### src/rtl/io_pkg.sv
// rtl/io_pkg.sv - shared FSM encoding, default port map and address decode for the IO write arbiter
package io_pkg;

  typedef enum logic [1:0] {
    IDLE = 2'd0,
    WR   = 2'd1,
    DONE = 2'd2
  } io_state_t;

  localparam logic [5:0] PORT_BASE_DEF = 6'h20;
  localparam int         NUM_PORTS_DEF = 2;

  // Only the word index addr[7:2] selects a port; upper bits are not decoded.
  function automatic logic is_mapped(input logic [31:0] a,
                                     input logic [5:0]  base,
                                     input int          num);
    logic [6:0] idx;
    logic [6:0] lo;
    logic [6:0] hi;
    idx = {1'b0, a[7:2]};
    lo  = {1'b0, base};
    hi  = lo + 7'(num);
    return (idx >= lo) && (idx < hi);
  endfunction

endpackage

### src/rtl/io_rr_arb2.sv
// rtl/io_rr_arb2.sv - two-requester round-robin grant selection
module io_rr_arb2 (
  input  logic req0,
  input  logic req1,
  input  logic last,
  output logic grant
);

  // On contention favour whoever was not granted last; a lone request always wins.
  always_comb begin
    grant = 1'b0;
    if (req0 && req1) begin
      grant = ~last;
    end else if (req1) begin
      grant = 1'b1;
    end
  end

endmodule

### src/rtl/io_write_arbiter.sv
// rtl/io_write_arbiter.sv - arbitrates two write requesters onto the output-port register bank
module io_write_arbiter
  import io_pkg::*;
#(
  parameter logic [5:0] PORT_BASE = PORT_BASE_DEF,
  parameter int         NUM_PORTS = NUM_PORTS_DEF
) (
  input  logic        io_clk,
  input  logic        clr,
  input  logic        req0,
  input  logic        req1,
  input  logic [31:0] addr0,
  input  logic [31:0] addr1,
  input  logic [31:0] data0,
  input  logic [31:0] data1,
  output logic        ack0,
  output logic        ack1,
  output logic        err,
  output logic [31:0] io_addr,
  output logic [31:0] io_datain,
  output logic        write_io_enable
);

  io_state_t state;
  io_state_t next_state;
  logic      last;
  logic      grant_idx;
  logic      grant_q;
  logic      mapped_q;
  logic      take;

  io_rr_arb2 u_arb (
    .req0  (req0),
    .req1  (req1),
    .last  (last),
    .grant (grant_idx)
  );

  assign take = (state == IDLE) && (req0 || req1);

  always_ff @(posedge io_clk or posedge clr) begin
    if (clr) begin
      state     <= IDLE;
      last      <= 1'b1;
      grant_q   <= 1'b0;
      mapped_q  <= 1'b0;
      io_addr   <= '0;
      io_datain <= '0;
    end else begin
      state <= next_state;
      if (take) begin
        grant_q   <= grant_idx;
        last      <= grant_idx;
        io_addr   <= grant_idx ? addr1 : addr0;
        io_datain <= grant_idx ? data1 : data0;
        mapped_q  <= is_mapped(grant_idx ? addr1 : addr0, PORT_BASE, NUM_PORTS);
      end
    end
  end

  // Outputs decode from state only, so clearing state silences them immediately.
  always_comb begin
    next_state      = state;
    write_io_enable = 1'b0;
    ack0            = 1'b0;
    ack1            = 1'b0;
    err             = 1'b0;
    case (state)
      IDLE: if (take) next_state = WR;
      WR: begin
        write_io_enable = mapped_q;
        next_state      = DONE;
      end
      DONE: begin
        ack0       = ~grant_q;
        ack1       = grant_q;
        err        = ~mapped_q;
        next_state = IDLE;
      end
      default: next_state = IDLE;
    endcase
  end

endmodule

### config.mk
export PLATFORM = sky130hd
export DESIGN_NAME = io_write_arbiter
export DESIGN_NICKNAME = d
export VERILOG_FILES = /design/src/rtl/io_pkg.sv /design/src/rtl/io_rr_arb2.sv /design/src/rtl/io_write_arbiter.sv
export SDC_FILE = /design/constraint.sdc
export NUM_CORES = 1
export LEC_CHECK = 0
export ABC_AREA = 0
export CORE_UTILIZATION = 39
export CTS_CLUSTER_DIAMETER = 50
export DETAILED_ROUTE_END_ITERATION = 10
export PLACE_DENSITY_LB_ADDON = 0.1
export SLEW_MARGIN = 20
export SYNTH_ARGS = -nofsm -noshare
export SYNTH_HDL_FRONTEND = slang
export SYNTH_SLANG_ARGS = --single-unit
### constraint.sdc
create_clock -name io_clk -period 2.5 [get_ports io_clk]
set_clock_uncertainty 0.05 [all_clocks]
set_input_delay 0.25 -clock io_clk [delete_from_list [all_inputs] [get_ports io_clk]]
set_output_delay 0.25 -clock io_clk [all_outputs]
set_load 0.005 [all_outputs]
After elaboration in Yosys (flattened, before gate mapping)
Cells that the tools add are included.

Bits of input ports: 132. Register bits: 69.

Bitwise operators: 3. Magnitude comparators: 2. Muxes and demuxes: 10. Equal/unequal tests: 3. Reductions and logical operators: 5.

Operators with widths (count): two-way mux 32 bit (2); >= comparator 6 bit, second input constant (1); < comparator 6 bit, second input constant (1); two-way mux 1 bit (6); case mux 2 bit (2 select lines) (1); logical AND 1 bit (3); NOT 1 bit (3); equality test 2 x 1 -> 1 bit, second input constant (1); equality test 2 bit, second input constant (1); logical NOT 2 bit (1); two-way mux 2 bit (1); inequality test 2 bit, second input constant (1); logical OR 1 bit (1).

Logic depth before layout (Yosys ltp)
Gate-level depths: netlist of run 1.

Depth in word-level cells: 5. Mapped depth: 6. Depth with buffers taken out: 3.

Hierarchy
Synthesis of run 1 repeated with hierarchy kept, for this count alone.

Cells, all modules: 232. Area total of the unflattened synthesis: 3452.1 sq um.

Modules (own cells, without submodules): io_write_arbiter (times used 1, area an instance 3440.8 sq um, cells an instance 231); io_rr_arb2 (times used 1, area an instance 11.3 sq um, cells an instance 1).

Least setup slack after synthesis of run 1
Ideal clock, no wire load.

Path type: flip-flop to flip-flop. Start: register last. End: register io_addr[26]. Buffers on the path: 2. Arrival: 1.515 ns. Library setup time: 0.125 ns. Clock period less this slack: 1.690 ns. Data required time: 2.325 ns. Stages on the path, launching flop included: 6. Setup slack: 0.810 ns. Cell sequence: dfstp_2 > a21boi_1 > buf_4 > buf_4 > mux2_2 > mux2_4.

Word-level cells in the longest chain between the ends: 3.

RTL lines: start: declaration (RTL line io_write_arbiter.sv:26) `logic last;`; start signal: assignment (RTL line io_write_arbiter.sv:53) `last <= grant_idx;`; NOT 1 bit (RTL line io_rr_arb2.sv:13) `grant = ~last;`; two-way mux 1 bit (RTL line io_rr_arb2.sv:12) `if (req0 && req1) begin`; two-way mux 32 bit; end signal: assignment (RTL line io_write_arbiter.sv:54) `io_addr <= grant_idx ? addr1 : addr0;`; end: declaration (RTL line io_write_arbiter.sv:19) `output logic [31:0] io_addr,`.

No other way between the ends. A chain may end at the register's enable or synchronous reset.

Worst setup path in the final report of run 1
Start: register state[1]. End: output port write_io_enable.

Word-level cells in the longest chain between the ends: 2.

RTL lines: start: declaration (RTL line io_write_arbiter.sv:24) `io_state_t state;`; start signal: assignment (RTL line io_write_arbiter.sv:50) `state <= next_state;`; equality test 2 x 1 -> 1 bit (RTL line io_write_arbiter.sv:68) `case (state)`; two-way mux 1 bit (RTL line io_write_arbiter.sv:68); end: declaration (RTL line io_write_arbiter.sv:21) `output logic write_io_enable`.

No other way between the ends.

==> results of run 1 <==
-- stage by stage --
stage | area [µm²] | util [%] | hold slack [ns] | total power [W] | worst slack (ns)
after global routing | 5840 | 66.6 | 0.203 | 0.00645 | 0.562
after detailed placement | 5650 | 64.4 | 0.423 | 0.00523 | 0.349
final | 5840 | 66.6 | 0.172 | 0.00608 | 0.655
after global placement | 5650 | 64.4 | 0.402 | 0.00517 | 0.378
after floorplan | 3550 | - | 0.263 | 0.00367 | 0.462
after CTS | 5840 | 66.6 | 0.173 | 0.00617 | 0.628
-- how the worst max path moves through the flow --
stage	depth (start not counted)	slack, ns	start	endpoint
after global placement	5	0.38	req1	io_datain[7]
after CTS	3	0.63	state[1]	write_io_enable
after detailed placement	5	0.35	req1	io_addr[19]
after global routing	3	0.56	state[1]	write_io_enable
final	3	0.66	state[1]	write_io_enable
after floorplan	1	0.46	clr	grant_q
-- layout make-up --
class,count,area [µm²]
Clock buffer,12,145
Clock inverter,4,47.5
Fill cell,706,2930
Inverter,2,7.51
Multi-Input combinational cell,148,1680
Sequential cell,69,1730
Tap cell,108,135
Timing Repair Buffer,204,2090
-- report_power, final --
part / internal [W] / switching, W
Sequential: 0.00171 / 0.000316
Combinational: 0.00221 / 0.000944
Clock: 0.000486 / 0.000416
Total: 0.00440 / 0.00168
-- cells by family (layout without fill, tap and decap cells) --
family	after synthesis	in the layout
mux	129	129
flops	69	69
buf+inv	17	222
simple gates	14	14
compound gates	5	5
-- sequential cells by signal, summed over array words and instances, names as in the netlist --
signal	flops
io_datain	32
grant_q	1
mapped_q	1
state	2
last	1
io_addr	32
-- layer usage --
layer	vias to the layer above	track usage, %	part of all wire [%]
li1	1237	-	-
met1	1284	24.2	42
met2	103	32.9	50
met3	9	4.82	7.2
met4	0	7.24	1.1
met5	-	0	0
-- layout by cell type (no fill, tap or decap), types with 2 or more instances in the layout --
| master | instances |
|---|---|
| mux2_4 | 30 |
| clkbuf_1 | 2 |
| a31oi_1 | 2 |
| clkinv_2 | 2 |
| clkdlybuf4s50_1 | 199 |
| mux2_2 | 99 |
| clkbuf_8 | 10 |
| dfrtp_1 | 68 |
| a21oi_1 | 2 |
| buf_12 | 5 |
| nor2_1 | 6 |
==> impl_results.md, run 1 <==
* Synth-to-Final Area Change at 64.5%
* Final Cycle Share at 73.8%
* Top-count cell post-synth: mux2_2
* Multiplexer share of the synthesized area at 44.1%
* Worst R2R End: io_addr[5]
* Row count at 34
* Crit path max fanout at 3
* Static Leak at 2.39 nW
* CTS clk-pin slew, worst paths at 0.08 ns
* RD Place Congestion at 0.703
* Detail Placement HPWL at 6.44 mm
* Synth cell count leaders: mux2_2, dfrtp_1, mux2_4, buf_2, nor2_1
* Core footprint at 0.00876 mm²
* Crit Path Class: reg2out
* CP endpoint kind: output port
* Die X at 97.4 µm
* Number of global-route vias before repair at 2942
* Ys Warns at 0
* Slowest-stage cell, CP: clkdlybuf4s50_1
* Clock Latency Late Sink at 0.33 ns
* Simple-gate area share of the yosys netlist at 2.08%
* MaxCap Viol Count at 0
* Clock Sinks at 69
* Tot GR Track Use at 19.5%
* FMAX at 542 MHz
* CTS tree: done
* Final setup viols at 0
* Crit path buf inv count at 1
* Worst Tran Pin Value at 0.395 ns
* Largest family of logic cells by synthesized area: multiplexers
* Via count at 2633
* Cells after Synth at 234
* Post-route ant nets at 0
* DIE HEIGHT at 97.4 µm
* TNS Setup at 0 ns
* Worst EP arrival at 1.54 ns
* Post-Syn Area per Cell at 15.2 µm²
* Synth unique cells at 21
* H-tree depth at 3
* Synth Net Count at 366
* Synth area leaders: dfrtp_1, mux2_2, mux2_4
* R2R cell count at 4
* Kind of path behind the tightest hold check: in2async
* Port bufs at 199
* Placed Cells at 531
* CTS buffer count at 9
* CTS Buffer Depth at 2
* Area leader, netlist: dfrtp_1
* DR iter-0 viols at 60
* Worst path max stage delay at 0.52 ns
* RSZ-0062 raised after global routing: no
* CP required at 2.20 ns
* Synth Area in XOR/XNOR at 0%
* Initial Utilization at 40.5%
* Post-cts resize count at 0
* Critical Path, Cell by Cell: nor2b_1 > and2_1 > clkdlybuf4s50_1
* Final Hold Fails at 0
* Startpoint Class: register
* Seq/Total Area, Yosys at 48.7%
* Post-synthesis register bit count at 69
* Post-synth top area share at 48.0%
* Clock period minus worst slack at 1.84 ns
* Fraction of layout cells with a size suffix above 1 at 34.6%
* Synth Area in Compound Gates at 0.846%
* Vias/cell at 4.81
* Number of synthesized flops with an enable pin at 0
* Finished Layout Cells at 547
* Mapped Area at 0.00355 mm²
* Post-CTS Setup Bufs at 0
* Adder-cell share of the synthesized area at 0%
* Die Area at 0.00948 mm²
* # nets final at 566
* Top Family by Delay on Critical Path: buffers and inverters
* First-pass GRT wire length at 14.8 mm
* Slew HR at 73.6%
* Worst vdd ir at 0.444 mV
* Ys async rst share at 100%
* Run status: finished clean
* GRT overflow at 0
* Hold_buf cts at 0
* IO Count at 200
* Power Dens Cells at 1040 mW/mm²
* DR pass1 iterations at 4
* N_diodes at 0
* Largest net degree at the start of global routing at 68
* Post-route DRC at 0
* Final wirelength at 8.81 mm
* Slew Limit Fails at 0
* Routed len/inst at 16.1 µm
* Reg2Reg Setup Slack at 0.74 ns
* Initial antenna violation count at 0
* Main flop type after synthesis: dfrtp_1
* Reg2reg start: last
* CTS Root Cell: clkbuf_8
No activity file was read; power rests on OpenSTA's default activity.
==> run 2: changes to the inputs <==
==> constraint.sdc (replaced) <==
create_clock -name io_clk -period 1.7 [get_ports io_clk]
set_clock_uncertainty 0.05 [all_clocks]
set_input_delay 0.17 -clock io_clk [delete_from_list [all_inputs] [get_ports io_clk]]
set_output_delay 0.17 -clock io_clk [all_outputs]
set_load 0.005 [all_outputs]
==> impl_results.md, run 2 (synthesis results as in run 1) <==
* Run status: finished clean
* CTS Root Cell: clkbuf_8
* Crit Path Class: reg2reg
* DIE HEIGHT at 97.4 µm (unchanged)
* CP endpoint kind: register
* Pint at 0.00677 W (+54%)
* Detail Placement HPWL at 6.63 mm (+3.0%)
* Most frequent cells in the layout: clkdlybuf4s50_1, mux2_2, dfrtp_1, mux2_4, clkbuf_8
* Vias/cell at 4.77 (-0.94%)
* Hold_buf cts at 0 (unchanged)
* Worst EP arrival at 1.83 ns (+0.29 ns)
* Power Dens Cells at 1540 mW/mm² (+48%)
* Worst Tran Pin Value at 0.427 ns (+0.0317 ns)
* IO Count at 200 (unchanged)
* Psw at 0.00248 W (+48%)
* CTS Buffer Depth at 2 (unchanged)
* Register area at 0.00173 mm² (unchanged)
* Met2 Use GR at 33.2% (+0.38 points)
* Final setup viols at 0 (unchanged)
* RSZ-0062 raised after global routing: no
* Largest net degree at the start of global routing at 37 (-46%)
* Core Util, Final at 68.4% (+1.8 points)
* Die X at 97.4 µm (unchanged)
* Post-route ant nets at 0 (unchanged)
* Placed Cells at 534 (+0.56%)
* Layout fillers at 659 (-6.7%)
* Slew HR at 71.5% (-2.1 points)
* Final Hold Fails at 0 (unchanged)
* Power Total at 0.00925 W (+52%)
* CTS buffer count at 9 (unchanged)
* RD Place Congestion at 0.698 (-0.74%)
* Core footprint at 0.00876 mm² (unchanged)
* Fraction of layout cells with a size suffix above 1 at 36.3% (+1.7 points)
* Final wirelength at 9.06 mm (+2.8%)
* DR pass1 iterations at 3 (-1)
* MaxCap Viol Count at 0 (unchanged)
* Routed len/inst at 16.3 µm (+0.98%)
* GRT overflow at 0 (unchanged)
* Gr busiest metal: met2
* Most common cell after layout, fill and taps aside: clkdlybuf4s50_1
* Static Leak at 2.49 nW (+4.2%)
* First-pass GRT wire length at 14.7 mm (-0.61%)
* Initial antenna violation count at 0 (unchanged)
* Port bufs at 199 (unchanged)
* Multi-input gate area at 0.00168 mm² (unchanged)
* Post-route DRC at 0 (unchanged)
* Kind of path behind the tightest hold check: in2async
* Row count at 34 (unchanged)
* DR iter-0 viols at 25 (-58%)
* H-tree depth at 3 (unchanged)
* CTS clk-pin slew, worst paths at 0.07 ns (about the same)
* N_diodes at 0 (unchanged)
* Clock period minus worst slack at 1.66 ns
* Combinational Power Share at 51.8% (about the same)
* CTS tree: done
* Slew Limit Fails at 0 (unchanged)
* Sequential Power Share at 32.1% (-1.2 points)
* # nets final at 576 (+1.8%)
* FMAX at 603 MHz
* Min Hold Slack at 0.220 ns (+0.0480 ns)
* CP required at 1.87 ns (-0.33 ns)
* Startpoint Class: register
* Clock network power share at 16.1% (+1.3 points)
* Sw frac at 26.8% (-0.74 points)
* Finished Layout Cells at 557 (+1.8%)
* Die Area at 0.00948 mm² (unchanged)
* Initial Utilization at 40.5% (unchanged)
* Top flop regs: io_addr x32, io_datain x32, state x2
* Synth-to-Final Area Change at 68.9%
* TNS Setup at 0 ns (unchanged)
* Final Cycle Share at 97.6%
* Tot GR Track Use at 19.4% (-0.13 points)
* Clock Sinks at 69 (unchanged)
* Worst vdd ir at 0.752 mV (+70%)
* Clock Latency Late Sink at 0.33 ns (about the same)
* Number of global-route vias before repair at 2977 (+1.2%)
* Met1 Usage GRT at 23.2% (-0.94 points)
* Crit path max fanout at 22 (+19)
* GR Layer Usage met3 at 5.90% (+1.1 points)
* Via count at 2656 (+0.87%)
run 2: cell types whose count changed in the layout (fill, tap and decap cells not counted), sizes merged:
cell	previous run	this run
buf	5	14
clkbuf	12	13
inv	2	1
clkdlybuf4s50	199	195
dlygate4sd2	0	4
bufinv	1	2
run 2: worst paths after layout:
path / startpoint / endpoint / slack (ns) / depth (start not counted)
max: last / io_addr[2] / 0.04 / 5
min: clr / io_datain[20] / 0.22 / 3
max reg2reg: last / io_addr[2] / 0.04 / 5
min reg2reg: state[1] / state[1] / 0.42 / 1
max in group asynchronous: clr / io_addr[22] / 0.96 / 3
min in group io_clk: addr1[7] / mapped_q / 0.41 / 3
run 2: power by group through the flow:
stage          combinational (W)  sequential [W]  clock, W
2_1_floorplan            0.00238         0.00302         0
3_3_place_gp             0.00470         0.00296         0
3_5_place_dp             0.00476         0.00300         0
4_1_cts                  0.00483         0.00298   0.00154
5_1_grt                  0.00511         0.00308   0.00161
6_report                 0.00479         0.00297   0.00149
run 2: routing by layer:
layer | vias to the layer above | routed length, µm
met4 | 0 | 82
met5 | - | 0
met2 | 107 | 4640
met3 | 6 | 749
li1 | 1259 | -
met1 | 1284 | 3590
run 2: area by class of cell:
cell class,instances,area share (%)
Clock buffer,12,2.59
Inverter,2,0.188
Timing Repair Buffer,214,36.9
Tap cell,108,2.25
Clock inverter,4,1.17
Sequential cell,69,28.8
Multi-Input combinational cell,148,28.1
run 2: stage by stage:
step	cell area [µm²]	setup slack (ns)
final	5990	0.0411
after CTS	5960	0.0301
after global placement	5680	-0.294
after global routing	5990	0.00221
after floorplan	3550	0.0102
after detailed placement	5680	-0.354
run 2: worst max-delay path, cell delays in order (launching register included):
cell	delay, ns
dfstp_2	0.39
a21boi_4	0.17
buf_4	0.14
buf_12	0.17
mux2_2	0.35
mux2_2	0.27
run 2: what timing repair did:
action | in CTS | in global routing
gates resized for setup | 5 | 0
gates cloned | 1 | 1
setup buffers | 4 | 1
endpoints found under the setup margin | 39 | 6
